--- src/rtl/dds_phase_accum.sv ---
`timescale 1ns/1ps
`default_nettype none
// +-------------------------------------------------------------------------+
// | dds_phase_accum                                                         |
// | Phase accumulator and quarter-wave ROM address generator for the DDS.   |
// | Revision: 1.0                                                           |
// +-------------------------------------------------------------------------+
module dds_phase_accum #(
   parameter int                   ACC_WIDTH = 24,
   parameter int                   ROM_WIDTH = 8,
   parameter int                   CE_DIV    = 256,
   parameter logic [ACC_WIDTH-1:0] TW_RESET  = ACC_WIDTH'('h4000)
) (
   input  logic                 clk,
   input  logic                 rst,
   input  logic                 i_en,
   input  logic [ACC_WIDTH-1:0] i_tw,
   input  logic                 i_tw_valid,
   output logic                 o_tw_ready,
   output logic                 o_ce,
   output logic [ROM_WIDTH-1:0] o_addr,
   output logic                 o_mirror,
   output logic                 o_negate,
   output logic                 o_wrap
);

   localparam int                 c_div_w    = (CE_DIV > 1) ? $clog2(CE_DIV) : 1;
   localparam logic [c_div_w-1:0] c_div_last = c_div_w'(CE_DIV - 1);

   logic [ACC_WIDTH-1:0] r_acc;
   logic [ACC_WIDTH-1:0] r_tw_act;
   logic [ACC_WIDTH-1:0] r_pend;
   logic                 r_pend_full;
   logic [c_div_w-1:0]   r_div_cnt;

   logic                 w_tick;
   logic                 w_capture;
   logic [ACC_WIDTH:0]   w_sum;
   logic [1:0]           w_quad;
   logic [ROM_WIDTH-1:0] w_idx;

   assign w_tick    = i_en && (r_div_cnt == c_div_last);
   assign w_capture = i_tw_valid && o_tw_ready;
   assign w_sum     = {1'b0, r_acc} + {1'b0, r_tw_act};
   assign w_quad    = w_sum[ACC_WIDTH-1 -: 2];
   assign w_idx     = w_sum[ACC_WIDTH-3 -: ROM_WIDTH];

   always_ff @(posedge clk) begin
      if (rst) begin
         r_acc       <= '0;
         r_tw_act    <= TW_RESET;
         r_pend      <= '0;
         r_pend_full <= 1'b0;
         r_div_cnt   <= '0;
         o_tw_ready  <= 1'b1;
         o_ce        <= 1'b0;
         o_addr      <= '0;
         o_mirror    <= 1'b0;
         o_negate    <= 1'b0;
         o_wrap      <= 1'b0;
      end else begin
         if (i_en) begin
            r_div_cnt <= (r_div_cnt == c_div_last) ? '0 : r_div_cnt + 1'b1;
         end

         o_ce <= w_tick;
         if (w_tick) begin
            r_acc    <= w_sum[ACC_WIDTH-1:0];
            o_addr   <= w_quad[0] ? ~w_idx : w_idx;
            o_mirror <= w_quad[0];
            o_negate <= w_quad[1];
            o_wrap   <= w_sum[ACC_WIDTH];
         end

         // A capture needs an empty slot, so it can never collide with the apply branch.
         if (w_tick && r_pend_full) begin
            r_tw_act    <= r_pend;
            r_pend_full <= 1'b0;
            o_tw_ready  <= 1'b1;
         end else if (w_capture) begin
            r_pend      <= i_tw;
            r_pend_full <= 1'b1;
            o_tw_ready  <= 1'b0;
         end
      end
   end

endmodule
`default_nettype wire

--- config.mk ---
export PLATFORM = sky130hd
export DESIGN_NAME = dds_phase_accum
export DESIGN_NICKNAME = d
export VERILOG_FILES = /design/src/rtl/dds_phase_accum.sv
export SDC_FILE = /design/constraint.sdc
export NUM_CORES = 1
export LEC_CHECK = 0
export ABC_CLOCK_PERIOD_IN_PS = 3450
export CORE_MARGIN = 1.5
export CORE_UTILIZATION = 57
export CTS_CLUSTER_DIAMETER = 60
export DETAILED_ROUTE_END_ITERATION = 16
export PLACE_DENSITY = 0.91
export SLEW_MARGIN = 0
export SYNTH_ARGS = -nofsm -noshare
export SYNTH_HDL_FRONTEND = slang
export SYNTH_SLANG_ARGS = --single-unit
--- constraint.sdc ---
create_clock -name clk -period 3.45 [get_ports clk]
set_input_delay 0.69 -clock clk [delete_from_list [all_inputs] [get_ports clk]]
set_output_delay 0.69 -clock clk [all_outputs]
set_load 0.01 [all_outputs]
# Yosys cells after proc, flatten, opt, wreduce, memory -nomap -nowiden
# Cells that the tools add are included.
# word_totals
in_bits,28
output_inout_bits,13
wordCells,23
regBits,94
# classes
n_reduce_logical,5
muxes,2
n_bitwise,2
eq_ne,1
n_addsub,2
# ops
op,n
adder 24 x 24 -> 25 bit,1
2-to-1 mux 8 bit,2
"adder 8 x 1 -> 8 bit, second input constant",1
"== test 8 bit, second input constant",1
NOT 8 bit,1
logical AND 1 bit,3
AND reduction 2 bit,1
OR reduction 2 bit,1
NOT 1 bit,1

# Depth between registers and ports, before layout
# Gate-level depths: netlist of run 1.
# logic_depth
word_depth,5
mapped_depth,10
depth_no_buf,10

# Least setup slack after synthesis of run 1
# No wires, ideal clock.
# synth_timing
path_type,register -> register
from,reg r_acc[0]
to,reg o_addr[3]
arrival_time_ns,2.517
path_stages_with_launch,11
path_buffers,0
setup_slack_ns,0.858
setup_time_ns,0.074
period_less_slack_ns,2.592
required_ns,3.376
path_cell_list,dfxtp_1 ha_1 fa_1 a21oi_1 nand4b_1 a21oi_4 o311ai_4 a31oi_4 xnor2_4 or3_1 a31oi_1
# synth_between
elab_chain_cells,3
# synth_lines
element,line,source
"start, declared",30,logic [ACC_WIDTH-1:0] r_acc;
"start signal, assigned",68,r_acc <= w_sum[ACC_WIDTH-1:0];
adder 24 x 24 -> 25 bit *,44,"assign w_sum = {1'b0, r_acc} + {1'b0, r_tw_act};"
NOT 8 bit,69,o_addr <= w_quad[0] ? ~w_idx : w_idx;
2-to-1 mux 8 bit *,69,
"end signal, assigned",69,
"end, declared",21,"output logic [ROM_WIDTH-1:0] o_addr,"
# Every way passes the cells marked *; elsewhere a longest branch is shown, timed or not.
# A chain may end at the register's enable or synchronous reset.

# Final worst setup path of run 1
# Same ends and word-level chain as after synthesis.

==> results of run 1 <==
-- layout by cell type (no fill, tap or decap), types with 3 or more instances in the layout --
cell type / instances
a211oi_1: 15
a21o_1: 15
a21oi_1: 83
a22o_1: 3
a31oi_1: 3
and2_1: 3
and3_1: 3
buf_4: 9
bufinv_16: 3
clkbuf_8: 10
clkdlybuf4s50_1: 39
dfxtp_1: 92
ha_1: 25
nand2_1: 151
nand3_1: 11
nand4_1: 6
nor2_1: 33
nor3_1: 6
o21a_1: 4
o21ai_0: 6
or3_1: 3
xnor2_1: 16
xor2_1: 15
-- final cells by class --
type,instances,area (µm²),area share (%)
timing repair buffer,49,463,8.85
inverter,2,7.51,0.144
clock inverter,6,116,2.23
tap,102,128,2.44
clock buffer,10,138,2.63
multi-input combinational,431,2530,48.5
sequential,92,1840,35.2
-- sequential cells by signal, indices dropped and copies added, names as in the netlist --
signal and cells:
o_negate 1, o_ce 1, o_tw_ready 1, r_div_cnt 8, r_tw_act 24, o_addr 8
o_wrap 1, r_pend_full 1, r_acc 23, r_pend 24
-- logic make-up after synthesis --
logic type               after synthesis  synth area share [%]
buffers and inverters                 34                  3.05
multiplexers                           2                 0.443
XOR/XNOR                              33                  6.98
flip-flops                            92                  40.8
adder cells (fa/ha/maj)               26                  7.37
AO/OA/AOI/OAI                        145                  20.5
AND/OR/NAND/NOR                      225                  20.8
-- metal layers --
layer  part of all wire [%]  track usage, %
met1                     44            31.4
met2                     49            43.3
met3                    4.3            3.15
met4                    2.9            11.3
met5                      0               0
-- worst reg2reg max path: stages (launching register included) --
cell	delay [ps]
dfxtp_1	330
ha_1	230
fa_1	420
a21oi_1	180
nand4b_1	210
a21oi_4	110
o311ai_4	350
a31oi_4	160
xnor2_4	250
or3_1	400
a31oi_1	160
-- per-stage QoR --
stage | total power, mW | area [µm²] | cells | worst slack [ps] | hold WS, ps
after floorplan | 1.17 | 4510 | 557 | 858 | 432
after global placement | 1.21 | 4970 | 676 | 570 | 440
after detailed placement | 1.21 | 4970 | 676 | 525 | 451
after CTS | 2.10 | 5230 | 692 | 588 | 465
after global routing | 2.16 | 5230 | 692 | 437 | 484
final | 2.09 | 5230 | 692 | 576 | 462
-- cell usage after synthesis (all sizes together) --
master	number
nand2	151
dfxtp	92
a21oi	85
nor2	33
ha	25
clkbuf	20
xnor2	18
a211oi	16
a21o	15
xor2	15
buf	12
nand3	12
o21ai	7
nand4	6
nor3	6
a31oi	4
and3	4
o21a	4
a22o	3
and2	3
or3	3
a211o	2
inv	2
mux2i	2
nand2b	2
nand4b	2
o21bai	2
o311ai	2
a221o	1
a22oi	1
a31o	1
a41oi	1
and2b	1
fa	1
nand3b	1
o221ai	1
or4	1
-- worst paths after layout --
| path | startpoint | endpoint | slack, ps |
|---|---|---|---|
| worst max-delay path | r_acc[0] | o_addr[3] | 580 |
| worst min-delay path | r_pend[10] | r_pend[10] | 460 |
| worst max register to register | r_acc[0] | o_addr[3] | 580 |
| worst min register to register | r_pend[10] | r_pend[10] | 460 |
-- power groups by stage --
| stage | sequential [mW] | clock (mW) | combinational, mW |
|---|---|---|---|
| 2_1_floorplan | 1.12 | 0 | 0.0506 |
| 3_5_place_dp | 1.12 | 0 | 0.0937 |
| 3_3_place_gp | 1.12 | 0 | 0.0901 |
| 4_1_cts | 1.09 | 0.911 | 0.0941 |
| 5_1_grt | 1.10 | 0.955 | 0.105 |
| 6_report | 1.10 | 0.902 | 0.0937 |
==> results.sh, run 1 <==
export IMPL_status="completed"
export IMPL_finalSetupTns_ps=0
export IMPL_synth_cells=557
export IMPL_swShare_pct=21.8
export IMPL_grt_max_degree=42
export IMPL_drive_above_1_share_pct=6.27
export IMPL_grt_pass1_wl_um=17300
export IMPL_worstPathArrival_ps=3160
export IMPL_postCtsSetupBuffers=0
export IMPL_synth_cell_types=48
export IMPL_crit_buf_inv=0
export IMPL_end_kind="flop"
export IMPL_drtIter0Drc=285
export IMPL_crit_chain="ha_1 -> fa_1 -> a21oi_1 -> nand4b_1 -> a21oi_4 -> o311ai_4 -> a31oi_4 -> xnor2_4 -> or3_1 -> a31oi_1"
export IMPL_fp_dieW_um=92.0
export IMPL_drt_pass1_iterations=5
export IMPL_yosysTopAreaCell="dfxtp_1"
export IMPL_max_cap_violations=0
export IMPL_cp_depth=10
export IMPL_ir_drop_mv=0.298
export IMPL_fin_crit_sh_pct=83.3
export IMPL_place_hpwl_um=7060
export IMPL_synth_top_area_share_pct=40.8
export IMPL_h_tree_depth=3
export IMPL_clock_skew_ps=9.83
export IMPL_core_area_um2=7690
export IMPL_synth_seq_cells=92
export IMPL_power_frac_comb_pct=4.5
export IMPL_cp_required_ps=3740
export IMPL_cts_root_buf="clkbuf_8"
export IMPL_worst_pin_slew_ps=756
export IMPL_rows=32
export IMPL_design_portCount=41
export IMPL_startpoint_type="flop"
export IMPL_die_area_um2=8460
export IMPL_numCtsBuffers=9
export IMPL_grt_pass1_vias=3883
export IMPL_leakage_nw=2.06
export IMPL_cts_buffer_depth=2
export IMPL_syn_avg_cell_area_um2=8.10
export IMPL_avgRoutedWirePerCell_um=14.7
export IMPL_synth_fp_nets=611
export IMPL_post_cts_resized=0
export IMPL_setup_viol=0
export IMPL_slew_headroom_pct=49.6
export IMPL_hold_viol=0
export IMPL_syn_area_um2=4510
export IMPL_wl_um=10200
export IMPL_insertion_delay_ps=370
export IMPL_antenna_found_initial=0
export IMPL_track_usage_pct=25.2
export IMPL_switchingPower_mw=0.456
export IMPL_cp_top_family="compound AO/OA/AOI/OAI gates"
export IMPL_drc_errors=0
export IMPL_nets=639
export IMPL_cp_max_fo=10
export IMPL_dieHeight_um=92.0
export IMPL_cts_hold_buf=0
export IMPL_period_minus_slack_ps=2870
export IMPL_ys_warn_count=0
export IMPL_ant_nets=0
export IMPL_r2r_cells=10
export IMPL_antenna_cells=0
export IMPL_slowest_delay_ps=420
export IMPL_gp_congestion=0.851
export IMPL_fin_util_pct=68.0
export IMPL_holdPathStages=2
export IMPL_start_util_pct=58.7
export IMPL_p_seq_share_pct=52.4
export IMPL_clkTransAtPathRegs_ps=90
export IMPL_p_clk_share_pct=43.2
export IMPL_cpMaxStageDelayCell="fa_1"
export IMPL_path_class="flop to flop"
export IMPL_yosysSeqAreaShare_pct=40.8
export IMPL_overflow=0
export IMPL_fmax_ghz=0.348
export IMPL_viasPerCell=5.73
export IMPL_numPortBuffers=40
export IMPL_synth_top_cells_by_area="dfxtp_1 41%, nand2_1 13%, a21oi_1 9.2%, ha_1 6.9%, xnor2_1 3.1%"
export IMPL_power_density_nw_per_um2=400
export IMPL_hold_class="flop to flop"
export IMPL_clkSinkCount=92
export IMPL_rsz0062_at_grt="no"
export IMPL_timing_final_max_slew_violations=0
export IMPL_areaGrowthSynthToFinish_pct=15.8
export IMPL_p_int_mw=1.64
export IMPL_cts_tree="built"
export IMPL_num_vias=3966
export IMPL_n_fill_cell=606
(Power assumes the default switching activity.)
==> inputs of run 2 (changes only) <==
- ABC_CLOCK_PERIOD_IN_PS: 3450 -> 2400
- CORE_UTILIZATION: 57 -> 52
- PLACE_DENSITY: 0.91 -> 0.88
- clock period: 3.45 -> 2.4 ns (I/O delays scaled with it)
==> run 2 against run 1 <==
The flow now finishes with violations (setup timing). Clock skew decreased by 2.6 ps. Critical endpoint unchanged. Wire length rose by 9.3%. Highest routed layer unchanged. Via count is 3.8% higher. Global-route usage down 0.92 points. Register-to-register slack worse by 690 ps. Setup slack worse by 690 ps. First-iteration DRC count decreased by 14%. Non-clock buffer count increased by 34. Flip-flop and latch count unchanged. Core utilization increased by 0.93 points. Final area increased by 9.4%.
==> results.sh, run 2 (same netlist as run 1, synthesis figures left out) <==
export IMPL_start_util_pct=54.4
export IMPL_drt_pass1_iterations=4
export IMPL_violations="setup timing"
export IMPL_worst_pin_slew_ps=469
export IMPL_clock_skew_ps=7.18
export IMPL_rsz0062_at_grt="yes"
export IMPL_cp_startpoint="r_tw_act[0]"
export IMPL_final_common_cell="nand2_1"
export IMPL_numPortBuffers=40
export IMPL_reg2reg_slack_ps=-120
export IMPL_clkTransAtPathRegs_ps=90
export IMPL_startpoint_type="flop"
export IMPL_cts_root_buf="clkbuf_8"
export IMPL_drc_errors=0
export IMPL_design_portCount=41
export IMPL_insertion_delay_ps=370
export IMPL_worstReg2RegEnd="o_addr[3]"
export IMPL_dieHeight_um=96.2
export IMPL_cp_depth=10
export IMPL_die_area_um2=9250
export IMPL_worstPathArrival_ps=2810
export IMPL_leakage_nw=2.23
export IMPL_r2r_start="r_tw_act[0]"
export IMPL_slowest_delay_ps=360
export IMPL_period_minus_slack_ps=2520
export IMPL_ir_drop_mv=0.338
export IMPL_cts_buffer_depth=2
export IMPL_hold_viol=0
export IMPL_total_power_mw=2.72
export IMPL_drive_above_1_share_pct=17.3
export IMPL_final_cell_mix="149 x nand2_1, 84 x dfxtp_1, 80 x a21oi_1, 39 x clkdlybuf4s50_1, 39 x buf_4"
export IMPL_path_class="flop to flop"
export IMPL_finalSetupTns_ps=-769
export IMPL_drtIter0Drc=245
export IMPL_power_density_nw_per_um2=475
export IMPL_num_vias=4115
export IMPL_dp_cells=703
export IMPL_overflow=0
export IMPL_seqCellArea_um2=1850
export IMPL_avgRoutedWirePerCell_um=15.2
export IMPL_rows=33
export IMPL_numCtsBuffers=9
export IMPL_track_usage_pct=24.3
export IMPL_core_area_um2=8300
export IMPL_max_cap_violations=0
export IMPL_wl_um=11100
export IMPL_timing_final_max_slew_violations=0
export IMPL_setup_ws_ps=-116
export IMPL_antenna_cells=0
export IMPL_viasPerCell=5.64
export IMPL_ant_nets=0
export IMPL_slew_headroom_pct=68.4
export IMPL_reg_top3="r_pend x24, r_tw_act x24, r_acc x23"
export IMPL_fin_crit_sh_pct=105
export IMPL_antenna_found_initial=0
export IMPL_whs_ps=461
export IMPL_cts_tree="built"
export IMPL_hold_class="flop to flop"
export IMPL_place_hpwl_um=7280
export IMPL_n_fill_cell=647
export IMPL_cp_max_fo=5
export IMPL_setup_viol=11
export IMPL_instances_no_fill=730
export IMPL_clkSinkCount=92
export IMPL_gp_congestion=0.881
export IMPL_cp_top_family="compound AO/OA/AOI/OAI gates"
export IMPL_grt_pass1_vias=3900
export IMPL_end_kind="flop"
export IMPL_multi_input_area_um2=2790
export IMPL_crit_buf_inv=0
export IMPL_grt_pass1_wl_um=17400
export IMPL_crit_chain="ha_4 -> fa_2 -> a21oi_2 -> nand4b_1 -> a21oi_4 -> o311ai_4 -> a31oi_4 -> xnor2_4 -> or3_1 -> a31oi_1"
export IMPL_r2r_cells=10
export IMPL_fp_dieW_um=96.2
export IMPL_cpMaxStageDelayCell="fa_2"
export IMPL_status="finished with violations"
export IMPL_cp_required_ps=2700
export IMPL_fmax_ghz=0.397
export IMPL_grt_max_degree=93
export IMPL_areaGrowthSynthToFinish_pct=26.7
export IMPL_cts_hold_buf=0
export IMPL_nets=674
export IMPL_h_tree_depth=3
export IMPL_endpoint="o_addr[3]"
[run 2: worst min-delay path by stage]
stage                   end  depth (start not counted)        from  slack [ps]
3_3_place_gp    r_tw_act[2]                          2   r_pend[2]         440
6_report          r_pend[2]                          2   r_pend[2]         460
4_1_cts           r_pend[2]                          2   r_pend[2]         460
5_1_grt         r_tw_act[5]                          2   r_pend[5]         480
2_1_floorplan  r_tw_act[10]                          2  r_pend[10]         430
3_5_place_dp   r_tw_act[16]                          2  r_pend[16]         450
[run 2: final cells by class]
cell class / count / area share, %
clock buffer: 11 / 2.47
clock inverter: 5 / 0.743
multi-input combinational: 432 / 48.7
tap: 105 / 2.30
inverter: 2 / 0.131
sequential: 92 / 32.4
timing repair buffer: 83 / 13.3
[run 2: metrics by stage]
stage | utilization, % | cell area [µm²] | setup WS, ps
after floorplan | - | 4520 | -4.65
after global placement | 62.7 | 5200 | -64.0
after detailed placement | 62.7 | 5200 | -153
after CTS | 65.9 | 5470 | -112
after global routing | 68.9 | 5720 | -263
final | 68.9 | 5720 | -116
[run 2: layer usage]
metal  vias to the layer above  GRT usage, %  wire [µm]
met3                        24          4.42        420
met5                         -             0          0
met4                         0          8.70        231
met2                       100          41.0       5400
met1                      1956          30.8       5060
li1                       2035             -          -
[run 2: what timing repair did]
| item | CTS | global route |
|---|---|---|
| setup buffers | 1 | 9 |
| cloned | 1 | 0 |
| gates resized for setup | 8 | 33 |
| setup endpoints to repair | 8 | 16 |
| pin swaps | 11 | 16 |
[run 2: power by group]
part	switching, mW	total [mW]	leakage, nW	internal, mW
registers	0.0190	1.57	0.749	1.55
clock network	0.584	1.00	0.0905	0.417
logic	0.0691	0.145	1.39	0.0756
[run 2: worst reg2reg max path, stage by stage (launching register included)]
cell and delay (ps):
dfxtp_2 350, ha_4 160, fa_2 360, a21oi_2 130
nand4b_1 180, a21oi_4 100, o311ai_4 280, a31oi_4 220
xnor2_4 200, or3_1 320, a31oi_1 130
==> inputs of run 3 (changes only) <==
- TNS_END_PERCENT: not set -> 10
==> run 3 against run 2 <==
The run still ends with setup timing left. Hold slack got worse by 56 ps. First-iteration DRC count increased by 2.4%. Wire length down 6.5%. Power up 6.0%. Non-clock buffer count down 6. Count of clock-buffer cells in the layout unchanged. Critical path depth did not move. Via count down 2.4%. Register-to-register slack worse by 30 ps. Critical endpoint unchanged.
==> results.sh, run 3 (same netlist as run 1, synthesis figures left out) <==
export IMPL_status="finished with violations"
export IMPL_violations="setup timing"
export IMPL_core_area_um2=8300
export IMPL_nets=668
export IMPL_drive_above_1_share_pct=12.9
export IMPL_clkTransAtPathRegs_ps=90
export IMPL_fp_dieW_um=96.2
export IMPL_grt_pass1_wl_um=16800
export IMPL_slew_headroom_pct=73.7
export IMPL_slowest_delay_ps=370
export IMPL_dieHeight_um=96.2
export IMPL_hold_viol=0
export IMPL_n_fill_cell=711
export IMPL_design_portCount=41
export IMPL_wl_um=10400
export IMPL_clkSinkCount=92
export IMPL_finalSetupTns_ps=-831
export IMPL_total_power_mw=2.88
export IMPL_cpMaxStageDelayCell="fa_2"
export IMPL_hold_class="input pin to flop"
export IMPL_r2r_start="r_tw_act[0]"
export IMPL_fmax_ghz=0.393
export IMPL_instances_no_fill=724
export IMPL_cp_required_ps=2680
export IMPL_fin_util_pct=67.1
export IMPL_drc_errors=0
export IMPL_h_tree_depth=3
export IMPL_ant_nets=0
export IMPL_numPortBuffers=40
export IMPL_gp_congestion=0.924
export IMPL_end_kind="flop"
export IMPL_antenna_cells=0
export IMPL_overflow=0
export IMPL_viasPerCell=5.55
export IMPL_path_class="flop to flop"
export IMPL_cp_max_fo=5
export IMPL_period_minus_slack_ps=2550
export IMPL_die_area_um2=9250
export IMPL_drtIter0Drc=251
export IMPL_ir_drop_mv=0.429
export IMPL_worst_pin_slew_ps=392
export IMPL_track_usage_pct=23.4
export IMPL_avgRoutedWirePerCell_um=14.4
export IMPL_power_density_nw_per_um2=517
export IMPL_final_cell_mix="151 x nand2_1, 90 x dfxtp_1, 81 x a21oi_1, 39 x clkdlybuf4s50_1"
export IMPL_grt_max_degree=37
export IMPL_max_cap_violations=0
export IMPL_r2r_cells=10
export IMPL_place_hpwl_um=7260
export IMPL_rsz0062_at_grt="yes"
export IMPL_timing_final_max_slew_violations=0
export IMPL_rows=33
export IMPL_num_vias=4016
export IMPL_cts_root_buf="clkbuf_8"
export IMPL_endpoint="o_addr[3]"
export IMPL_place_ws_ps=-183
export IMPL_worstReg2RegEnd="o_addr[3]"
export IMPL_final_common_cell="nand2_1"
export IMPL_reg_top3="r_pend x24, r_tw_act x24, r_acc x23"
export IMPL_drt_pass1_iterations=5
export IMPL_crit_chain="ha_4 -> fa_2 -> a21oi_2 -> nand4b_1 -> a21oi_4 -> o311ai_4 -> a31oi_4 -> xnor2_2 -> or3_1 -> a31oi_1"
export IMPL_setup_ws_ps=-145
export IMPL_cts_tree="built"
export IMPL_worstPathArrival_ps=2820
export IMPL_insertion_delay_ps=350
export IMPL_reg2reg_slack_ps=-150
export IMPL_grt_pass1_vias=3665
export IMPL_startpoint_type="flop"
export IMPL_clock_skew_ps=9.02
export IMPL_setup_viol=11
export IMPL_cts_hold_buf=0
export IMPL_antenna_found_initial=0
export IMPL_dp_cells=705
export IMPL_fin_crit_sh_pct=106
export IMPL_numCtsBuffers=9
export IMPL_cp_startpoint="r_tw_act[0]"
export IMPL_leakage_nw=2.22
export IMPL_start_util_pct=54.4
export IMPL_cts_buffer_depth=2
export IMPL_areaGrowthSynthToFinish_pct=23.4
run 3: changes by cell type in the layout (fill, tap and decap cells not counted), moves of 6 or more:
| cell | delta |
|---|---|
| buf_4 | -6 |
| ha_4 | -6 |
| ha_1 | +7 |
| dfxtp_2 | -6 |
| dfxtp_1 | +6 |
run 3: worst min-delay path by stage:
stage          startpoint            to  slack [ps]  cells past startpoint
4_1_cts               rst  r_tw_act[23]         390                      2
6_report              rst  r_tw_act[23]         400                      2
3_5_place_dp   r_pend[12]  r_tw_act[12]         440                      2
5_1_grt               rst  r_tw_act[23]         400                      2
2_1_floorplan  r_pend[10]  r_tw_act[10]         430                      2
3_3_place_gp    r_pend[6]   r_tw_act[6]         440                      2
run 3: routing by layer:
metal  part of all wire (%)  vias up  track usage (%)  wire length (µm)
li1                       -     2030                -                 -
met1                     46     1866             30.9              4770
met2                     48      110             39.8              4960
met3                    5.6       10             3.32               584
met4                   0.86        0             5.88                89
met5                      0        -                0                 0
run 3: cell type report:
class | count | area [µm²] | share of cell area [%]
Tap cell | 105 | 131 | 2.36
Multi-Input combinational cell | 432 | 2640 | 47.4
Clock buffer | 11 | 141 | 2.54
Clock inverter | 5 | 82.6 | 1.48
Timing Repair Buffer | 77 | 723 | 13.0
Sequential cell | 92 | 1840 | 33.1
Inverter | 2 | 7.51 | 0.135
run 3: power breakdown:
part,internal (mW),leakage [nW],switching [mW],total (mW)
logic,0.0763,1.36,0.0718,0.148
registers,1.55,0.746,0.0177,1.57
clock network,0.622,0.114,0.540,1.16
run 3: worst max-delay path, delay by kind of cell, from the launching register on:
kind / cells / cell delay [ps]
xor gates and xnor gates: 1 / 220
DFF: 1 / 350
adders and majority gates: 2 / 540
AOI/OAI and AO/OA: 5 / 850
and+or+nand+nor: 2 / 510
run 3: repair_timing:
item / CTS / global route
pin swaps: 8 / 4
endpoints found under the setup margin: 10 / 21
gates cloned: 1 / 0
resized for setup: 5 / 9
endpoints found under the hold margin: 0 / 0
buffers inserted: 0 / 2
run 3: stage by stage:
step / instance area, µm² / hold WS (ps)
after floorplan: 4520 / 432
after global placement: 5230 / 438
after detailed placement: 5230 / 443
after CTS: 5500 / 390
after global routing: 5570 / 404
final: 5570 / 405
